`src/rtl/and_gate_test_sequencer.sv`:
```
// Walks every input vector of an N_IN-input gate, holds each for HOLD_CYCLES clocks,
// checks the sampled gate output against the AND of the inputs, and reports pass/done.
// Optional: define GATE_SEQ_STOP_ON_ERR_EN to end the run on the first mismatch.
module and_gate_test_sequencer #(
    parameter int N_IN        = 2,
    parameter int HOLD_CYCLES = 10,
    parameter int ERR_W       = 8
) (
    input  logic             i_clk,
    input  logic             i_rst_n,
    input  logic             i_start,
    input  logic             i_gate_out,
    output logic [N_IN-1:0]  o_gate_in,
    output logic [N_IN-1:0]  o_vec_idx,
    output logic             o_busy,
    output logic             o_done,
    output logic             o_pass,
    output logic             o_mismatch,
    output logic [ERR_W-1:0] o_err_count
);

    localparam int               HC_W      = $clog2(HOLD_CYCLES);
    localparam logic [HC_W-1:0]  HOLD_LAST = HC_W'(HOLD_CYCLES - 1);
    localparam logic [N_IN-1:0]  VEC_LAST  = '1;
    localparam logic [ERR_W-1:0] ERR_MAX   = '1;

    typedef enum logic [1:0] {IDLE, RUN, DONE} state_t;

    state_t            r_state;
    logic [HC_W-1:0]   r_hold_cnt;

    logic              w_sample;
    logic              w_fail;
    logic              w_end;
    logic [ERR_W-1:0]  w_err_next;

    // Sample at the last cycle of the hold window; gate_in is registered so the DUT has settled.
    assign w_sample   = (r_state == RUN) && (r_hold_cnt == HOLD_LAST);
    assign w_fail     = w_sample && (i_gate_out != (&o_gate_in));
    assign w_err_next = (o_err_count == ERR_MAX) ? o_err_count : o_err_count + 1'b1;

`ifdef GATE_SEQ_STOP_ON_ERR_EN
    assign w_end = w_fail || (o_vec_idx == VEC_LAST);
`else
    assign w_end = (o_vec_idx == VEC_LAST);
`endif

    always_ff @(posedge i_clk) begin
        if (!i_rst_n) begin
            r_state     <= IDLE;
            r_hold_cnt  <= '0;
            o_gate_in   <= '0;
            o_vec_idx   <= '0;
            o_busy      <= 1'b0;
            o_done      <= 1'b0;
            o_pass      <= 1'b0;
            o_mismatch  <= 1'b0;
            o_err_count <= '0;
        end else begin
            o_mismatch <= w_fail;
            case (r_state)
                IDLE, DONE: begin
                    if (i_start) begin
                        r_state     <= RUN;
                        r_hold_cnt  <= '0;
                        o_gate_in   <= '0;
                        o_vec_idx   <= '0;
                        o_busy      <= 1'b1;
                        o_done      <= 1'b0;
                        o_pass      <= 1'b0;
                        o_err_count <= '0;
                    end
                end
                RUN: begin
                    if (w_sample) begin
                        r_hold_cnt <= '0;
                        if (w_fail)
                            o_err_count <= w_err_next;
                        if (w_end) begin
                            // Vectors freeze at the last applied value so the result stays inspectable.
                            r_state <= DONE;
                            o_busy  <= 1'b0;
                            o_done  <= 1'b1;
                            o_pass  <= !w_fail && (o_err_count == '0);
                        end else begin
                            o_vec_idx <= o_vec_idx + 1'b1;
                            o_gate_in <= o_vec_idx + 1'b1;
                        end
                    end else begin
                        r_hold_cnt <= r_hold_cnt + 1'b1;
                    end
                end
                default: r_state <= IDLE;
            endcase
        end
    end

endmodule
```
`config.mk`:
```
export PLATFORM = sky130hd
export DESIGN_NAME = and_gate_test_sequencer
export DESIGN_NICKNAME = d
export VERILOG_FILES = /design/src/rtl/and_gate_test_sequencer.sv
export SDC_FILE = /design/constraint.sdc
export NUM_CORES = 1
export LEC_CHECK = 0
export CAP_MARGIN = 20
export CORE_MARGIN = 5
export CORE_UTILIZATION = 55
export CTS_CLUSTER_SIZE = 25
export DETAILED_ROUTE_END_ITERATION = 8
export PLACE_DENSITY_LB_ADDON = 0.3
export SLEW_MARGIN = 10
export SYNTH_ARGS = -nofsm -noshare
export SYNTH_HDL_FRONTEND = slang
export SYNTH_SLANG_ARGS = --single-unit
```
`constraint.sdc`:
```
create_clock -name i_clk -period 3.3 [get_ports i_clk]
set_input_delay 0.33 -clock i_clk [delete_from_list [all_inputs] [get_ports i_clk]]
set_output_delay 0.33 -clock i_clk [all_outputs]
set_load 0.01 [all_outputs]
```
; After elaboration in Yosys (flattened, before gate mapping)
; Cells that the tools add are included.
; W data, S select, Z words.
[totals]
input_bits = 4
elab_cells = 64
ff_bits = 20
[op_classes]
reduce_logical = 14
eq_ne = 12
add_sub_neg = 3
n_mux = 27
[op_table]
columns = operator, count
row1 = $mux W8, 4
row2 = $pmux W8 S2, 1
row3 = $mux W2, 6
row4 = $ne A2 B2 Y1 const B, 6
row5 = $add A8 B1 Y8 const B, 1
row6 = $eq A8 B8 Y1 const B, 1
row7 = $logic_not A8 Y1, 1
row8 = $mux W1, 8
row9 = $mux W4, 2
row10 = $pmux W2 S2, 2
row11 = $pmux W4 S2, 1
row12 = $reduce_and A4 Y1, 2
row13 = $pmux W1 S2, 3
row14 = $reduce_and A5 Y1, 1
row15 = $add A4 B1 Y4 const B, 1
row16 = $eq A2 B2 Y1 const B, 2
row17 = $eq A4 B4 Y1 const B, 1
row18 = $reduce_and A2 Y1, 2
row19 = $logic_and A1 B1 Y1, 3
row20 = $reduce_and A3 Y1, 1
row21 = $add A2 B1 Y2 const B, 1
row22 = $eq A2 B1 Y1 const B, 1
row23 = $logic_not A2 Y1, 1
row24 = $reduce_bool A2 Y1, 1
row25 = other kinds (3), 3

; Logic depth before layout (Yosys ltp)
[logic_depth]
ltp_word = 8
depth_mapped = 7
ltp_nobuf = 6

; Worst setup path before layout
; OpenSTA, ideal clock, no wires.
[synth_timing]
path_kind = reg-to-reg
start = reg o_err_count[0]
end = reg o_err_count[7]
arrival_time_ps = 1709
required_time_ps = 3231
path_slack_ps = 1522
stages_incl_launch_ff = 7
path_buffers = 1
synth_period_minus_slack_ps = 1778
setup_ps = 69
cell_sequence = dfxtp_1 > ha_1 > and2_1 > a311o_1 > buf_6 > a2111o_1 > o21ai_1
[synth_between]
elab_chain_len = 5
elab_cells_between_ends = 8
classes_between = add/sub: 1 / eq/ne: 2 / mux: 4 / reduce/logical: 1
[synth_lines]
columns = element, line_no
row1 = from (decl), 19  ; output logic [ERR_W-1:0] o_err_count
row2 = from (signal assigned), 78  ; o_err_count <= w_err_next;
row3 = $add A8 B1 Y8, 40  ; assign w_err_next = (o_err_count == ERR_MAX) ? o_err_count : o_err_count + 1'b1;
row4 = $mux W8, 40
row5 = $mux W8, 77  ; if (w_fail)
row6 = $mux W8, 75  ; if (w_sample) begin
row7 = $pmux W8 S2, 61  ; case (r_state)
; Parallel ways exist; a longest one is shown, timed or not. The select of a mux whose other input is x is not followed.
; A chain may end at the register's enable or synchronous reset.

; Worst setup path after layout
[layout_timing]
start = reg r_state[0]
end = reg o_err_count[6]
[layout_between]
elab_chain_len = 5
elab_cells_between_ends = 13
classes_between = eq/ne: 6 / mux: 1 / reduce/logical: 6
[layout_lines]
columns = element, line_no
row1 = from (decl), 29  ; state_t r_state;
row2 = from (signal assigned), 50  ; r_state <= IDLE;
row3 = from (signal assigned), 64  ; r_state <= RUN;
row4 = from (signal assigned), 81  ; r_state <= DONE;
row5 = $eq A2 B1 Y1, "38, 61"
row6 = $logic_and A1 B1 Y1, 38  ; assign w_sample = (r_state == RUN) && (r_hold_cnt == HOLD_LAST);
row7 = $logic_and A1 B1 Y1, 39  ; assign w_fail = w_sample && (i_gate_out != (&o_gate_in));
row8 = $ne A2 B2 Y1 (no source line), -
row9 = $reduce_and A5 Y1 (no source line), -
; Parallel ways exist; a longest one is shown, timed or not.

==> impl_metrics.yaml <==
run_status:
  outcome: "complete, no violations"
worst_setup_path:
  r2r_setup_slack_ns: 1.26
  setup.worst_path.end: "o_err_count[6]$_SDFFE_PN0P_"
  cp_slowest_cell: "sky130_fd_sc_hd__dfxtp_1"
  cp_cell_sequence: "nor2b_1, buf_4, o21ai_0, o31a_2, o21a_1"
  timing.setup.critical_path_class: "flop to flop"
  worst-endpoint-required_ns: 3.51
  setup.worst_path.start_class: "flop"
  critPathMaxStageDelay_ns: 0.54
  timing.rr.end: "o_err_count[6]$_SDFFE_PN0P_"
  cp_data_arrival_time_ns: 2.24
  crit_path_end_kind: "flop"
  r2r_cells: 5
  crit_start: "r_state[0]$_SDFFE_PN0P_"
  reg2reg_from: "r_state[0]$_SDFFE_PN0P_"
  timing.critical_path.fanout_max: 15
logic_synthesis:
  synth_mux_area_frac: 0.00882
  synth-main-ff-cell: "sky130_fd_sc_hd__dfxtp_1"
  post_synth_fa_ha_maj_area_fraction: 0.0551
  netlist_area_sq_um: 1130
  netlist.top_cell.by_area: "sky130_fd_sc_hd__dfxtp_1"
  synth_fp_nets: 143
  compound_gate_fraction_of_synth_area: 0.271
  synthesis.area_per_instance_sq_um: 8.47
  yosysUniqueCellTypes: 47
  synth_top_family_by_area: "compound AO/OA/AOI/OAI gates"
  synth_seq_cells: 20
  synthArstFlopShare: 0
  netlist_top_cells_count: "sky130_fd_sc_hd__dfxtp_1 (20), sky130_fd_sc_hd__o21ai_0 (12), sky130_fd_sc_hd__a21oi_1 (11)"
  postSynthCellCount: 134
  most_used_standard_cell_by_instance_count_after_synthesis: "sky130_fd_sc_hd__dfxtp_1"
  seq_area_frac_synth: 0.353
  share_of_the_synthesized_netlist_area_taken_by_xor_and_xnor_gates: 0.0232
  edff_count_synth: 0
  yosys_warnings: 0
  yosys.area_share.simple: 0.226
  yosys.area.top_type_share: 0.353
  synth.area.top_cells: "sky130_fd_sc_hd__dfxtp_1 (35%), sky130_fd_sc_hd__ha_1 (5.5%), sky130_fd_sc_hd__o21ai_0 (5.3%), sky130_fd_sc_hd__a21oi_1 (4.9%), sky130_fd_sc_hd__nand2_1 (3.3%)"
clocking:
  numClockSinks: 20
  cts_tree: "built"
  postCtsHoldBufs: 0
  cts_max_path_buffers: 2
  clock_tree.htree_level_count: 1
  cts.root.buffer_cell: "sky130_fd_sc_hd__clkbuf_4"
  cts_setup_buffers: 0
  clock_buffers_created_by_tritoncts: 3
  clock_insertion_delay_worst_skew_ns: 0.30
  clkTransAtPathRegs_ns: 0.11
  ctsResizeCount: 0
hold_path:
  hp-class: "flop to flop"
  whs_path_depth: 2
drt:
  dr.first_iter.drc_count: 41
  postRouteAntennaNets: 0
  vias: 1045
  detailed_route_vias_per_instance: 5.94
  firstDrtPassIters: 4
  drc: 0
  postRouteWirelength_microns: 2500
  wire_per_inst_microns: 14.2
power:
  vdd.ir_drop.worst_v: 0.000255
  post-layout-total-power_mw: 0.424
  p_sw_frac: 0.265
  leakage_nw: 0.481
  share_clk_of_total_power: 0.275
  power_per_standard_cell_area_nw_per_um2: 316
  comb_power_share: 0.127
  internal_power_mw: 0.311
  power_switching_mw: 0.112
  seqPwrFrac: 0.598
layout:
  nNetsFinal: 160
  stdcell_area_sq_um: 1340
  ratio_of_cells_with_drive_above_1_in_the_final_layout: 0.0738
  antenna_cells_inserted: 0
  synthToLayoutAreaGrowth_pct: 18.1
  post_layout_utilization_of_the_core: 0.683
placement:
  place.gp.congestion: 0.843
  hpwlAfterDp_microns: 1850
  postPlaceCellArea_sq_um: 1320
  buffer_ports.inserted: 19
timing:
  finalWorstPathRequiredPeriod_ns: 2.04
  finalMaxSlewViolations: 0
  rsz_0062_raised_after_global_routing: "false"
  min_period_over_period: 0.617
  max_slew_margin: 0.659
  worst-slew-pin-transition_ns: 0.511
  timing.fmax_mhz: 491
  final-setup-viol-count: 0
  fin_setup_tns_ns: 0
  final_hold_viol_count: 0
  skew_final_ns: 0.00231
floorplanning:
  initial_utilization: 0.578
  placeableCoreArea_sq_um: 1960
  std_cell_rows: 16
  io_pins: 20
  dieHeight_microns: 55.4
  fp.dieArea_sq_um: 3070
  die_width_microns: 55.4
global_route:
  grt_remaining_overflow: 0
  vias_in_the_first_global_route: 970
  pin_count_of_the_biggest_net_entering_global_routing: 16
  antenna_found_initial: 0
  grt_use_total: 0.168
  grt_first_pass_wirelength_microns: 4220
run:
  cap_viol_max_count: 0
==> per-layer routing <==
metal  vias up  wire [microns]  track usage
met5         -               0            0
met4         0              41       0.0729
met3         5             127       0.0303
met2        30            1170        0.275
met1       491            1160        0.213
li1        519               -            -
==> cells in the final DEF (no fill, tap or decap), types with 3 or more instances in the layout <==
cell	count
sky130_fd_sc_hd__inv_1	5
sky130_fd_sc_hd__clkdlybuf4s50_1	19
sky130_fd_sc_hd__nand3_1	3
sky130_fd_sc_hd__o21ai_0	12
sky130_fd_sc_hd__a21oi_1	11
sky130_fd_sc_hd__dfxtp_1	20
sky130_fd_sc_hd__nor2_1	10
sky130_fd_sc_hd__o211ai_1	3
sky130_fd_sc_hd__clkbuf_4	3
sky130_fd_sc_hd__ha_1	5
sky130_fd_sc_hd__nand2b_1	3
sky130_fd_sc_hd__nand2_1	10
==> cell families after synthesis <==
group           count (synthesis)
fa+ha+maj                       5
simple gates                   45
flops                          20
buf+inv                        14
xor+xnor                        3
compound gates                 46
mux                             1
==> through the flow <==
| stage | hold WS (ns) | worst slack [ns] | cells |
|---|---|---|---|
| CTS | 0.501 | 1.31 | 176 |
| detailed placement | 0.462 | 1.22 | 173 |
| floorplan | 0.488 | 1.52 | 134 |
| finish | 0.491 | 1.26 | 176 |
| global route | 0.536 | 1.13 | 176 |
| global placement | 0.462 | 1.32 | 173 |
==> power by group through the flow <==
stage	Clock (mW)	Sequential (mW)	Combinational, mW
after floorplan	0	0.257	0.0368
after global placement	0	0.258	0.0517
after detailed placement	0	0.259	0.0530
after CTS	0.118	0.253	0.0534
after global routing	0.127	0.254	0.0598
final	0.117	0.253	0.0537
==> layout make-up <==
cell class / instances / area, sq um
clock buffers: 3 / 22.5
fillers: 177 / 622
inverters: 6 / 22.5
multi-input cells: 100 / 663
flip-flops and latches: 20 / 400
well taps: 27 / 33.8
repair buffers: 20 / 198
==> registers in the layout (all words and copies together), names as in the netlist <==
signal       cells
o_mismatch       1
o_err_count      8
r_state          2
o_done           1
r_hold_cnt       4
o_busy           1
o_vec_idx        2
o_pass           1
==> critical path: cells and delay by family (launching register included) <==
family                 cells  cell delay (ns)
AOI/OAI and AO/OA          3             0.64
DFF                        1             0.54
and+or+nand+nor            1             0.48
buffers and inverters      1             0.28
==> worst min path at each step <==
stage / slack, ns / startpoint / to
after floorplan: 0.49 / r_hold_cnt[3]$_SDFFE_PN0P_ / r_hold_cnt[3]$_SDFFE_PN0P_
final: 0.49 / o_done$_SDFFE_PN0P_ / o_done$_SDFFE_PN0P_
after CTS: 0.50 / o_done$_SDFFE_PN0P_ / o_done$_SDFFE_PN0P_
after global routing: 0.54 / o_busy$_SDFFE_PN0P_ / o_busy$_SDFFE_PN0P_
after detailed placement: 0.46 / o_done$_SDFFE_PN0P_ / o_done$_SDFFE_PN0P_
after global placement: 0.46 / o_done$_SDFFE_PN0P_ / o_done$_SDFFE_PN0P_
No activity file was read; power rests on OpenSTA's default activity.
